$ cat config.mk
export PLATFORM = sky130hd
export DESIGN_NAME = conv_seq_ctrl
export DESIGN_NICKNAME = d
export VERILOG_FILES = /design/src/rtl/conv_seq_ctrl.sv
export SDC_FILE = /design/constraint.sdc
export NUM_CORES = 1
export LEC_CHECK = 0
export BUFFER_PORTS_ARGS = -buffer_cell sky130_fd_sc_hd__buf_2
export CAP_MARGIN = 20
export CORE_AREA = 2 2 301 154
export DETAILED_ROUTE_END_ITERATION = 10
export DIE_AREA = 0 0 303 156
export HOLD_SLACK_MARGIN = 0.03
export PLACE_DENSITY = 0.84
export SLEW_MARGIN = 20
export SYNTH_ARGS = -nofsm -noshare
export SYNTH_HDL_FRONTEND = slang
export SYNTH_SLANG_ARGS = --single-unit
$ cat constraint.sdc
create_clock -name cpu_clk_g -period 3.2 [get_ports cpu_clk_g]
set_input_delay 0.16 -clock cpu_clk_g [delete_from_list [all_inputs] [get_ports cpu_clk_g]]
set_output_delay 0.16 -clock cpu_clk_g [all_outputs]
set_load 0.02 [all_outputs]
$ cat src/rtl/conv_seq_ctrl.sv
// Sequencer: buffers CPU-pushed words, loads them into an accelerator, starts it, polls for
// completion and captures the result. Define CONV_SEQ_TIMEOUT_EN to bound the polling phase.
module conv_seq_ctrl #(
  parameter int unsigned FIFO_DEPTH     = 16,
  parameter logic [5:0]  ACC_CTRL_ADDR  = 6'h20,
  parameter logic [5:0]  ACC_STAT_ADDR  = 6'h21,
  parameter logic [5:0]  ACC_RES_ADDR   = 6'h22,
  parameter int unsigned TIMEOUT_CYCLES = 4096
) (
  input  logic        cpu_clk_g,
  input  logic        reset_button,
  input  logic        cpu_en_i,
  input  logic        cpu_we_i,
  input  logic [2:0]  cpu_addr_i,
  input  logic [31:0] cpu_din_i,
  output logic [31:0] cpu_dout_o,
  output logic        acc_en_o,
  output logic        acc_we_o,
  output logic [5:0]  acc_addr_o,
  output logic [31:0] acc_din_o,
  input  logic [31:0] acc_dout_i,
  output logic        irq_o
);

  localparam int unsigned PtrW = (FIFO_DEPTH > 1) ? $clog2(FIFO_DEPTH) : 1;
  localparam int unsigned LvlW = PtrW + 1;

  typedef enum logic [2:0] {
    StIdle, StLoad, StStart, StPollReq, StPollWait, StReadReq, StReadWait, StDone
  } state_e;

  state_e      state_q, state_d;
  logic [4:0]  idx_q, idx_d;
  logic [4:0]  count_q;
  logic [31:0] result_q, result_d;
  logic [31:0] cpu_dout_q;
  logic        done_q, err_q;
  logic        timeout_flag;

  logic [31:0]     fifo_mem [FIFO_DEPTH];
  logic [PtrW-1:0] wr_ptr_q, rd_ptr_q;
  logic [LvlW-1:0] level_q;

  logic cpu_wr, cpu_rd, ctrl_wr, go, clr, push_req, push_ok, pop;
  logic busy, fifo_full, go_ok, to_set;

  assign cpu_wr    = cpu_en_i & cpu_we_i;
  assign cpu_rd    = cpu_en_i & ~cpu_we_i;
  assign ctrl_wr   = cpu_wr & (cpu_addr_i == 3'd0);
  assign clr       = ctrl_wr & cpu_din_i[1];
  // CLR takes precedence over GO in the same write
  assign go        = ctrl_wr & cpu_din_i[0] & ~cpu_din_i[1];
  assign push_req  = cpu_wr & (cpu_addr_i == 3'd2);
  assign busy      = (state_q != StIdle);
  assign fifo_full = (level_q == LvlW'(FIFO_DEPTH));
  assign push_ok   = push_req & ~fifo_full & ~busy;
  assign pop       = (state_q == StLoad) & ~clr;
  assign go_ok     = go & ~busy & (count_q != 5'd0) & (32'(count_q) <= FIFO_DEPTH) &
                     (32'(count_q) <= 32'(level_q));

`ifdef CONV_SEQ_TIMEOUT_EN
  localparam int unsigned PcW = $clog2(TIMEOUT_CYCLES + 1);
  logic [PcW-1:0] poll_cnt_q, poll_cnt_d;
  logic           timeout_q;
  assign timeout_flag = timeout_q;
  assign irq_o        = done_q | timeout_q;
`else
  assign timeout_flag = 1'b0;
  assign irq_o        = done_q;
`endif

  always_comb begin
    state_d    = state_q;
    idx_d      = idx_q;
    result_d   = result_q;
    to_set     = 1'b0;
    acc_en_o   = 1'b0;
    acc_we_o   = 1'b0;
    acc_addr_o = 6'h00;
    acc_din_o  = 32'h0;
`ifdef CONV_SEQ_TIMEOUT_EN
    poll_cnt_d = poll_cnt_q;
`endif
    case (state_q)
      StIdle: begin
        if (go_ok) begin
          state_d = StLoad;
          idx_d   = 5'd0;
        end
      end
      StLoad: begin
        acc_en_o   = 1'b1;
        acc_we_o   = 1'b1;
        acc_addr_o = 6'(idx_q);
        acc_din_o  = fifo_mem[rd_ptr_q];
        if (idx_q == count_q - 5'd1) state_d = StStart;
        else                         idx_d   = idx_q + 5'd1;
      end
      StStart: begin
        acc_en_o   = 1'b1;
        acc_we_o   = 1'b1;
        acc_addr_o = ACC_CTRL_ADDR;
        acc_din_o  = 32'h1;
        state_d    = StPollReq;
`ifdef CONV_SEQ_TIMEOUT_EN
        poll_cnt_d = '0;
`endif
      end
      StPollReq: begin
        acc_en_o   = 1'b1;
        acc_addr_o = ACC_STAT_ADDR;
        state_d    = StPollWait;
      end
      StPollWait: begin
        state_d = acc_dout_i[0] ? StReadReq : StPollReq;
      end
      StReadReq: begin
        acc_en_o   = 1'b1;
        acc_addr_o = ACC_RES_ADDR;
        state_d    = StReadWait;
      end
      StReadWait: begin
        result_d = acc_dout_i;
        state_d  = StDone;
      end
      StDone:  state_d = StIdle;
      default: state_d = StIdle;
    endcase
`ifdef CONV_SEQ_TIMEOUT_EN
    if (state_q == StPollReq || state_q == StPollWait) begin
      poll_cnt_d = poll_cnt_q + PcW'(1);
      // A completion seen on the final poll cycle still wins over the timeout
      if (32'(poll_cnt_q) == TIMEOUT_CYCLES - 1 && state_d != StReadReq) begin
        state_d = StDone;
        to_set  = 1'b1;
      end
    end
`endif
    if (clr) state_d = StIdle;
  end

  always_ff @(posedge cpu_clk_g or posedge reset_button) begin
    if (reset_button) begin
      state_q    <= StIdle;
      idx_q      <= 5'd0;
      count_q    <= 5'd0;
      result_q   <= 32'h0;
      cpu_dout_q <= 32'h0;
      done_q     <= 1'b0;
      err_q      <= 1'b0;
    end else begin
      state_q  <= state_d;
      idx_q    <= idx_d;
      result_q <= result_d;
      if (cpu_wr && cpu_addr_i == 3'd1 && !busy) count_q <= cpu_din_i[4:0];
      if (clr || go_ok)           done_q <= 1'b0;
      else if (state_q == StDone) done_q <= 1'b1;
      if (clr) err_q <= 1'b0;
      else if ((push_req && (fifo_full || busy)) || (go && !go_ok)) err_q <= 1'b1;
      if (cpu_rd) begin
        case (cpu_addr_i)
          3'd0:    cpu_dout_q <= {28'b0, err_q, timeout_flag, done_q, busy};
          3'd1:    cpu_dout_q <= {27'b0, count_q};
          3'd3:    cpu_dout_q <= result_q;
          3'd4:    cpu_dout_q <= 32'(level_q);
          default: cpu_dout_q <= 32'h0;
        endcase
      end
    end
  end

`ifdef CONV_SEQ_TIMEOUT_EN
  always_ff @(posedge cpu_clk_g or posedge reset_button) begin
    if (reset_button) begin
      poll_cnt_q <= '0;
      timeout_q  <= 1'b0;
    end else begin
      poll_cnt_q <= poll_cnt_d;
      if (clr || go_ok) timeout_q <= 1'b0;
      else if (to_set)  timeout_q <= 1'b1;
    end
  end
`endif

  always_ff @(posedge cpu_clk_g or posedge reset_button) begin
    if (reset_button) begin
      wr_ptr_q <= '0;
      rd_ptr_q <= '0;
      level_q  <= '0;
    end else if (clr) begin
      wr_ptr_q <= '0;
      rd_ptr_q <= '0;
      level_q  <= '0;
    end else begin
      // Pointers are PtrW bits wide, so increments wrap modulo FIFO_DEPTH
      if (push_ok) wr_ptr_q <= wr_ptr_q + PtrW'(1);
      if (pop)     rd_ptr_q <= rd_ptr_q + PtrW'(1);
      case ({push_ok, pop})
        2'b10:   level_q <= level_q + LvlW'(1);
        2'b01:   level_q <= level_q - LvlW'(1);
        default: level_q <= level_q;
      endcase
    end
  end

  always_ff @(posedge cpu_clk_g) begin
    if (push_ok) fifo_mem[wr_ptr_q] <= cpu_din_i;
  end

  assign cpu_dout_o = cpu_dout_q;

endmodule

======== Yosys cells after proc, flatten, opt, wreduce, memory -nomap -nowiden ========
Memories as Yosys holds them, arrays and structs flattened.
Index checks and enable logic that the tools add are counted.
word-level totals
  bits in registers ....................... 92
  RAM bits ................................ 512
  memories ................................ 1
memories
  memory    depth  bits a word  rd ports  clocked after Yosys merged registers in  write ports  line  text
  fifo_mem  16     32           1         0                                        1            40    logic [31:0] fifo_mem [FIFO_DEPTH];
cells by class
  add/subtract/negate cells ............... 6
  $lt $le $gt $ge ......................... 2
  eq/ne operators ......................... 19
  muxes and demuxes ....................... 25
  bitwise operators ....................... 19
  reductions and logical operators ........ 23
operators by type and width
  cell                                                                    number
  32-bit case mux with 4 select lines                                     1
  32-bit case mux with 2 select lines                                     1
  3-bit case mux with 8 select lines                                      1
  6-bit case mux with 4 select lines                                      1
  5-bit case mux with 2 select lines                                      2
  4-bit two-way mux                                                       4
  3-bit equality test (second input constant)                             5
  5-bit two-way mux                                                       3
  1-bit AND                                                               14
  3-bit by 2-bit equality test with 1-bit output (second input constant)  4
  3-bit two-way mux                                                       4
  5-bit by 1-bit adder with 5-bit output (second input constant)          2
  2-bit nonzero test                                                      5
  5-bit by 1-bit subtractor with 5-bit output (second input constant)     2
  4-bit by 1-bit adder with 4-bit output (second input constant)          2
  1-bit two-way mux                                                       8
  3-bit by 1-bit equality test with 1-bit output (second input constant)  2
  3-bit zero test                                                         2
  3-bit nonzero test                                                      2
  5-bit equality test                                                     1
  5-bit equality test (second input constant)                             1
  5-bit less-or-equal comparator                                          1
  5-bit less-or-equal comparator (second input constant)                  1
  1-bit NOT                                                               5
  13 further kinds                                                        20

======== Depth between registers and ports, before layout ========
Gate-level depths: netlist of the first run.
  depth after elaboration ................. 13
  depth in mapped cells ................... 12
  mapped depth without buffers ............ 10

======== Least setup slack after synthesis of the first run ========
OpenSTA, ideal clock, no wires.
  path kind ............................... reg2reg
  start point ............................. register state_q[2]
  end point ............................... memory fifo_mem[0][0] (enable)
  data arrival time ....................... 2.407 ns
  data required time ...................... 2.808 ns
  setup slack ............................. 0.401 ns
  cell stages (with the launch flop) ...... 8
  buffers on the path ..................... 1
  period minus slack after synthesis ...... 2.799 ns
  cell sequence ........................... dfrtp_1 -> buf_2 -> nor3_2 -> nand2_2 -> nor4b_4 -> and2b_1 -> and2b_1 -> and2_1
between the ends
  word-level cells in the longest chain between the ends .. 5
RTL lines
  what                                     line  text
  start: declaration                       32    state_e state_q, state_d;
  start signal: assignment                 144   state_q <= StIdle;
  start signal: assignment                 152   state_q <= state_d;
  3-bit nonzero test                       54    assign busy = (state_q != StIdle);
  1-bit NOT                                56    assign push_ok = push_req & ~fifo_full & ~busy;
  1-bit AND                                56
  1-bit two-way mux                        207   if (push_ok) fifo_mem[wr_ptr_q] <= cpu_din_i;
  1-bit two-way mux (implied by the code)  207
  end: declaration                         40
No other way between the ends.

======== Worst setup path after layout of the first run ========
  start point ............................. register rd_ptr_q[1]
  end point ............................... output acc_din_o[18]
between the ends
  word-level cells in the longest chain between the ends .. 2
RTL lines
  what                                 line  text
  start: declaration                   41    logic [PtrW-1:0] wr_ptr_q, rd_ptr_q;
  start signal: assignment             197   if (pop) rd_ptr_q <= rd_ptr_q + PtrW'(1);
  memory read 16 x 32 bit              n/a
  32-bit case mux with 2 select lines  84    case (state_q)
  end: declaration                     20    output logic [31:0] acc_din_o,
No other way between the ends.

==> results.ini, run 1 <==
[clocking]
clock_path_buffers = 3
cts_made_buffers = 49
clock_sinks = 604
cts_tree = yes
ctsResizeCount = 0
clkTransAtPathRegs_ps = 70
insertion_delay_ps = 580
htreeDepth = 2
root_buffer = clkbuf_16

[synth]
postSynthCellCount = 1194
synth_top_area_share = 0.642
ys_warn_count = 0
netlist_area_mm2 = 0.0239
yosysSeqAreaShare = 0.738
ys_ff_latch = 604
syn-num-nets = 1280
async_reset_ff_frac = 0.152
synth_edf_count = 512
synth_area_leader_cell = edfxtp_1
synth.area.top_cells = edfxtp_1 (64%), mux4_2 (15%), dfrtp_1 (9.6%)
netlist-cell-type-count = 53
synth-main-ff-cell = edfxtp_1
avgSynthCellArea_um2 = 20.1

[route]
wl_per_cell_um = 26.8
ant_nets = 0
drt-total-wl_mm = 55.6
first_pass_iters = 8
vias = 12900
viasPerCell = 6.19
dr.first_iter.drc_count = 1670
drcViolationCount = 3

[sta]
fin_crit_sh = 0.955
setup_viol = 0
layout_min_cycle_time_ps = 3060
fin_skew_ps = 17.7
max_freq_mhz = 327
hold_viol_final = 0
slew_headroom = 0.483
worst_pin_slew_ps = 775
tns_ps = 0
rsz0062_at_grt = false
drv_slew = 0

[critical_path]
cp-startpoint = rd_ptr_q[1]
slowest_stage = dfrtp_4
worstPathArrival_ps = 2900
path_max_fanout = 37
crit_family = multiplexers
r2r-end = level_q[4]
start_kind = register
cp_num_buf_inv = 2
path_class = register to output pin
end_kind = output pin
slowest_delay_ps = 780
r2r_slack_ps = 380
crit_end = acc_din_o[18]
r2r-start = state_q[1]
worstPathRequired_ps = 3040
crit_path_frequent_cell = mux4_2
worst-path-stages = 5
reg2regPathDepth = 10
cp_cell_sequence = buf_12 > mux4_2 > mux4_2 > and2_1 > buf_2

[cells_and_area]
layout_common_cells = edfxtp_1 (512), mux4_2 (160), buf_2 (143)
diodes = 0
drive_above_1_share = 0.329
area_delta_synth_final_pct = 16.6
nets = 1527
fill_cells = 2941
final_common_cell = edfxtp_1
final_cell_area_mm2 = 0.0279

[pwr]
peakVddDrop_mv = 0.572
leakage_nw = 9.83
power_density_mw_per_mm2 = 771

[placement]
placed_area_mm2 = 0.0257
place.port_buffers = 143
place_congestion = 0.821
place_hpwl_mm = 32.1

[die]
num_rows = 55
io_pins = 144
die_x_um = 303
die_h_um = 156
start_util = 0.536
die-area_mm2 = 0.0473
coreArea_mm2 = 0.0447

[outcome]
outcome = finished with violations
failed_checks = design-rule violations

[global_routing]
grt_pass1_wl_mm = 83.9
antenna_found_initial = 2
grt_usage = 0.241
grt_max_degree = 63
overflow = 0
grt_pass1_vias = 13300

[hold_path]
min_path_cells = 4
hold_path_class = input pin to register

[flow_run]
drv_cap = 0

## metrics by stage
stage	power, mW	hold slack [ps]	setup slack (ps)	std cells	utilization
after floorplan	13.9	259	401	1194	-
after CTS	21.6	105	117	2078	0.625
after detailed placement	15.6	396	487	1920	0.576
after global routing	22.4	50.4	62.9	2078	0.625
after global placement	15.4	392	552	1920	0.576
final	21.5	51.5	143	2078	0.625
## power breakdown
| part | internal, mW | switching (mW) |
|---|---|---|
| Clock | 3.18 | 2.76 |
| Combinational | 3.14 | 2.92 |
| Sequential | 8.95 | 0.578 |
## worst min path at each step
| stage | from | end | slack, ps |
|---|---|---|---|
| after floorplan | cpu_din_i[0] | fifo_mem[0][0] | 260 |
| after global placement | acc_dout_i[27] | result_q[27] | 390 |
| after detailed placement | acc_dout_i[12] | result_q[12] | 400 |
| after CTS | cpu_we_i | cpu_dout_o[5] | 110 |
| after global routing | cpu_we_i | cpu_dout_o[5] | 50 |
| final | cpu_we_i | cpu_dout_o[5] | 50 |
## worst reg2reg max path, delay by kind of cell (launching register included)
family,cells,cell delay (ps)
fa+ha+maj,1,240
compound gates,4,890
simple gates,4,890
flops,1,540
xor+xnor,1,180
## per-layer routing
layer  wire length, um  track usage  vias up  share of wire
li1                  -            -     5282              -
met4              1160       0.0596        2          0.021
met5                 8            0        -        0.00014
met1             22500        0.358     6681           0.40
met2             26400        0.372      793           0.48
met3              5530       0.0487       96          0.099
## registers in the layout, summed over array words and instances (netlist names)
signal,cells
fifo_mem,512
cpu_dout_o,32
result_q,32
count_q,5
idx_q,5
level_q,5
rd_ptr_q,4
wr_ptr_q,4
state_q,3
err_q,1
irq_o,1
## cell families (layout without fill, tap and decap cells)
family	count (synthesis)	after routing	share of synthesized area
AO/OA/AOI/OAI	53	53	0.0144
flip-flops	604	604	0.738
AND/OR/NAND/NOR	226	226	0.0478
adder cells (fa/ha/maj)	15	15	0.00784
buffers and inverters	78	364	0.0161
XOR/XNOR	19	19	0.00695
multiplexers	199	199	0.169
## Yosys cell counts (3+ instances only)
cell type  number
nand2b_1        3
o21ai_0        13
buf_2           6
xor2_1         12
o21ai_1         4
a21oi_1        11
nor3_1          6
and2_1         47
nand4_1         7
nand3_1        33
mux4_2        160
mux2i_1         5
dfrtp_1        92
nor2_1         29
mux2_2         34
xnor2_1         7
nand2_1        78
a22oi_1         6
buf_6          11
buf_1          10
edfxtp_1      512
and3_1          5
inv_1          13
clkbuf_1       36
ha_1           15
## timing repair
| action | in CTS | in global routing |
|---|---|---|
| hold endpoints to repair | 609 | 0 |
| hold buffers | 66 | 0 |
| setup endpoints to repair | 11 | 0 |
| buffers inserted | 2 | 0 |
## area by class of cell
type / count / area, um^2 / area share
clock buffer: 61 / 1280 / 0.0459
clock inverter: 29 / 253 / 0.00905
inverter: 14 / 55.1 / 0.00197
multi-input combinational: 512 / 5920 / 0.212
sequential: 604 / 17700 / 0.633
tap: 598 / 748 / 0.0268
timing repair buffer: 260 / 1980 / 0.0711
Note: power is estimated with default switching activity, not from simulation.
==> run 2: changes to the inputs <==
Settings changed: CORE_AREA 2 2 301 154 to 2 2 330 169, DIE_AREA 0 0 303 156 to 0 0 332 171, PLACE_DENSITY 0.84 to 0.73.
==> run 2 against run 1 <==
Net effect:
- the run now ends clean
- cell count rose by 6.1%
- global-route usage shrank 5.2 points
- total power is 1.2% higher
- via count shrank 3.4%
- clock skew up 0.52 ps
- clock power is 6.6% higher
- flip-flop and latch count did not move
- critical path type unchanged
==> results.ini, run 2 (synthesized netlist as in run 1, its figures left out) <==
[outcome]
outcome = complete, no violations

[critical_path]
r2r_slack_ps = 360
worstPathArrival_ps = 2900
path_class = register to output pin
start_kind = register
r2r-end = fifo_mem[1][13]
reg2regPathDepth = 7
worstPathRequired_ps = 3040
r2r-start = state_q[0]
path_max_fanout = 33
end_kind = output pin

[route]
dr.first_iter.drc_count = 1556
drt-total-wl_mm = 53.4
ant_nets = 0
first_pass_iters = 6
viasPerCell = 5.64
wl_per_cell_um = 24.2
vias = 12400
drcViolationCount = 0

[clocking]
cts_tree = yes
postCtsSetupBuffers = 0
clock_path_buffers = 3
insertion_delay_ps = 590
root_buffer = clkbuf_16
clkTransAtPathRegs_ps = 70
htreeDepth = 2
clock_sinks = 604
cts_made_buffers = 50

[pwr]
power_density_mw_per_mm2 = 773
switching_power_mw = 6.23
peakVddDrop_mv = 0.743
swShare = 0.286
internal_power_mw = 15.5
p_clk_frac = 0.291
p_comb_frac = 0.277
leakage_nw = 9.86
p_seq_frac = 0.432

[cells_and_area]
diodes = 0
area_delta_synth_final_pct = 17.6
layout_common_cells = edfxtp_1 (512), mux4_2 (160), buf_2 (143)
fin_util = 0.518
top_register = fifo_mem
nets = 1525
final_common_cell = edfxtp_1
drive_above_1_share = 0.333
largest_reg_flops = 512

[hold_path]
min_path_cells = 4
hold_end = cpu_dout_o[8]
worstHoldStart = cpu_we_i
hold_path_class = input pin to register

[placement]
place_congestion = 0.855
place_hpwl_mm = 32.1
place.port_buffers = 143

[sta]
slew_headroom = 0.396
max_freq_mhz = 327
fin_skew_ps = 18.3
tns_ps = 0
fin_crit_sh = 0.955
drv_slew = 0
setup_viol = 0
rsz0062_at_grt = false
worst_pin_slew_ps = 901
hold_viol_final = 0
layout_min_cycle_time_ps = 3060

[flow_run]
drv_cap = 0

[die]
start_util = 0.441
die_h_um = 171
num_rows = 61
io_pins = 144
coreArea_mm2 = 0.0543
die_x_um = 332
die-area_mm2 = 0.0568

[global_routing]
met2_usage = 0.281
grt-busiest-layer = met1
use_met3 = 0.0318
overflow = 0
grt_pass1_wl_mm = 80.1
use_met1 = 0.294
grt_usage = 0.189
grt_max_degree = 84
antenna_found_initial = 1
grt_pass1_vias = 12500

run 2: how the worst max path moves through the flow:
stage	start	to	slack, ps	cells after the start
after floorplan	state_q[2]	fifo_mem[0][0]	400	7
after detailed placement	state_q[0]	fifo_mem[1][13]	450	7
after global placement	state_q[0]	level_q[4]	490	10
after CTS	rd_ptr_q[0]	acc_din_o[11]	90	5
final	rd_ptr_q[0]	acc_din_o[24]	140	5
after global routing	rd_ptr_q[0]	acc_din_o[11]	40	5
run 2: layer usage:
metal  part of all wire  routed length [um]  up-vias
met1               0.46               24700     6565
li1                   -                   -     5276
met3              0.071                3810       67
met5                  0                   0        -
met2               0.45               24100      513
met4              0.016                 864        0
run 2: worst max-delay path, cell delays in order (launching register included):
cell and delay (ps):
dfrtp_4 540, buf_12 290, mux4_2 550, mux4_2 520, and2_1 210, buf_2 170
run 2: cell type report:
class                      count  area, um^2
timing repair buffer         257        1920
multi-input combinational    512        5910
sequential                   604       17700
inverter                      14        53.8
tap                          724         906
clock inverter                34         373
clock buffer                  59        1310
fill                        4258       26200
run 2: power by group through the flow:
stage	sequential, mW	combinational [mW]	clock [mW]
3_3_place_gp	9.53	5.95	0
5_1_grt	9.45	6.51	6.77
3_5_place_dp	9.56	6.07	0
6_report	9.41	6.03	6.33
4_1_cts	9.39	6.15	6.46
2_1_floorplan	9.39	4.52	0
run 2: repair_timing:
item                      in CTS  in global routing
hold endpoints to repair     580                  0
resized for setup              0                  0
hold buffers                  65                  0
run 2: stage by stage:
stage	hold WS, ps	cells	setup WS, ps	power [mW]	instance area (um^2)
5_1_grt	110	2204	38.3	22.7	28200
4_1_cts	72.5	2204	93.4	22.0	28200
3_5_place_dp	361	2046	445	15.6	25800
3_3_place_gp	340	2046	488	15.5	25800
2_1_floorplan	259	1194	401	13.9	23900
6_report	97.0	2204	144	21.8	28200
==> run 3: changes to the inputs <==
--- a/config.mk
+++ b/config.mk
@@ -9,7 +9,7 @@
 export CAP_MARGIN = 20
-export CORE_AREA = 2 2 330 169
+export CORE_AREA = 2 2 234 236
 export DETAILED_ROUTE_END_ITERATION = 10
-export DIE_AREA = 0 0 332 171
+export DIE_AREA = 0 0 236 238
 export HOLD_SLACK_MARGIN = 0.03
-export PLACE_DENSITY = 0.73
+export PLACE_DENSITY = 0.74
 export SLEW_MARGIN = 20
--- a/constraint.sdc
+++ b/constraint.sdc
@@ -3,2 +3,2 @@
 set_output_delay 0.16 -clock cpu_clk_g [all_outputs]
-set_load 0.02 [all_outputs]
+set_load 0.1 [all_outputs]
==> run 3 against run 2 <==
Net effect:
- core utilization rose by 1.9 points
- setup slack got worse by 59 ps
- critical path depth rose by 1
- count of clock-buffer cells in the layout rose by 23
- critical path type unchanged
- highest routed layer unchanged
==> results.ini, run 3 (synthesized netlist as in run 1, its figures left out) <==
[route]
ant_nets = 0
first_pass_iters = 5
wl_met1_mm = 21.3
vias = 12400
wl_per_cell_um = 24.4
drt-total-wl_mm = 53.7
dr.first_iter.drc_count = 1174
wl_met2_mm = 26.8
viasPerCell = 5.61
drcViolationCount = 0
met3WireLength_mm = 3.81
top_layer = met4

[critical_path]
cp_cell_sequence = buf_12 > buf_12 > mux4_2 > mux4_2 > and2_1 > buf_2
start_kind = register
worstPathArrival_ps = 2950
slowest_delay_ps = 530
worstPathRequired_ps = 3040
path_max_fanout = 25
r2r_slack_ps = 380
r2r-start = state_q[2]
path_class = register to output pin
crit_family = multiplexers
slowest_stage = mux4_2
r2r-end = level_q[4]
reg2regPathDepth = 10
end_kind = output pin
cp_num_buf_inv = 3

[sta]
worst_pin_slew_ps = 864
max_freq_mhz = 321
setup_viol = 0
hold_viol_final = 0
layout_min_cycle_time_ps = 3110
layout_setup_ws_ps = 85.7
fin_crit_sh = 0.973
tns_ps = 0
slew_headroom = 0.424
whs_ps = 89.7
drv_slew = 0
rsz0062_at_grt = true
fin_skew_ps = 52.8

[pwr]
finalPower_mw = 24.2
peakVddDrop_mv = 0.552
power_density_mw_per_mm2 = 842
leakage_nw = 10.1

[placement]
place_hpwl_mm = 29.8
placed_area_mm2 = 0.0259
post-place-ws_ps = 404
place_congestion = 0.780
place.port_buffers = 143
place_inst = 2016

[die]
die-area_mm2 = 0.0562
die_h_um = 238
start_util = 0.448
num_rows = 85
die_x_um = 236
coreArea_mm2 = 0.0535
io_pins = 144

[clocking]
cts_tree = yes
htreeDepth = 2
cts_made_buffers = 60
clock_path_buffers = 3
insertion_delay_ps = 640
clock_sinks = 604
root_buffer = clkbuf_16
clkTransAtPathRegs_ps = 60

[global_routing]
grt_max_degree = 50
grt_pass1_vias = 12900
grt_pass1_wl_mm = 80.4
overflow = 0
antenna_found_initial = 3
grt_usage = 0.193

[cells_and_area]
stdcell_count = 2205
final_cell_area_mm2 = 0.0287
largest_reg_flops = 512
nets = 1541
drive_above_1_share = 0.340
final_common_cell = edfxtp_1
fin_util = 0.537
top_register = fifo_mem
area_delta_synth_final_pct = 19.9
layout_common_cells = edfxtp_1 (512), mux4_2 (160), buf_2 (140)

[flow_run]
drv_cap = 0

[outcome]
outcome = complete, no violations

[hold_path]
hold_end = cpu_dout_o[17]
hold_path_class = input pin to register
min_path_cells = 4
worstHoldStart = cpu_en_i

[run 3: cell count changes in the layout (fill, tap and decap cells not counted), sizes merged]
cell | before | now
bufinv | 7 | 6
clkinvlp | 7 | 4
dlygate4sd3 | 65 | 67
clkbuf | 59 | 83
clkinv | 20 | 19
buf | 192 | 195
diode | 0 | 3
inv | 14 | 16
[run 3: area by class of cell]
type | instances | area [um^2]
fill | 3999 | 24800
clock buffer | 82 | 1640
clock inverter | 31 | 370
timing repair buffer | 263 | 2170
multi-input combinational | 512 | 5910
antenna | 3 | 7.51
inverter | 14 | 53.8
sequential | 604 | 17700
tap | 696 | 871
[run 3: worst max-delay path by stage]
stage / start / to / slack [ps] / cells past startpoint
global route: rd_ptr_q[0] / acc_din_o[18] / -3 / 6
floorplan: state_q[1] / acc_addr_o[0] / 90 / 3
finish: rd_ptr_q[0] / acc_din_o[18] / 90 / 6
global placement: rd_ptr_q[0] / acc_din_o[11] / 440 / 5
detailed placement: rd_ptr_q[0] / acc_din_o[11] / 400 / 5
CTS: rd_ptr_q[1] / acc_din_o[11] / 10 / 5
[run 3: routing by layer]
metal | global-route usage | vias to the layer above
met4 | 0.0706 | 0
met5 | 0 | -
met1 | 0.252 | 6449
li1 | - | 5335
met3 | 0.0432 | 115
met2 | 0.320 | 462
[run 3: what timing repair did]
action                                  4_1_cts  5_1_grt
hold endpoints to repair                    609        0
pin swaps                                     0        0
hold buffers                                 67        0
endpoints found under the setup margin       31        6
gates resized for setup                       0        6
cloned                                        0        0
buffers inserted                              5        1
[run 3: worst reg2reg max path: stages (launching register included)]
cell	delay, ps
dfrtp_1	580
or3b_1	580
a21oi_2	260
xnor2_1	100
ha_1	220
nor2_1	150
a211oi_1	70
o221a_2	280
nor3_1	200
o21ai_0	110
nor3b_1	140
[run 3: where the power goes]
group	switching (mW)	leakage, nW	internal (mW)
clock	2.96	0.968	4.10
combinational	4.43	3.39	3.24
sequential	0.497	5.74	8.95
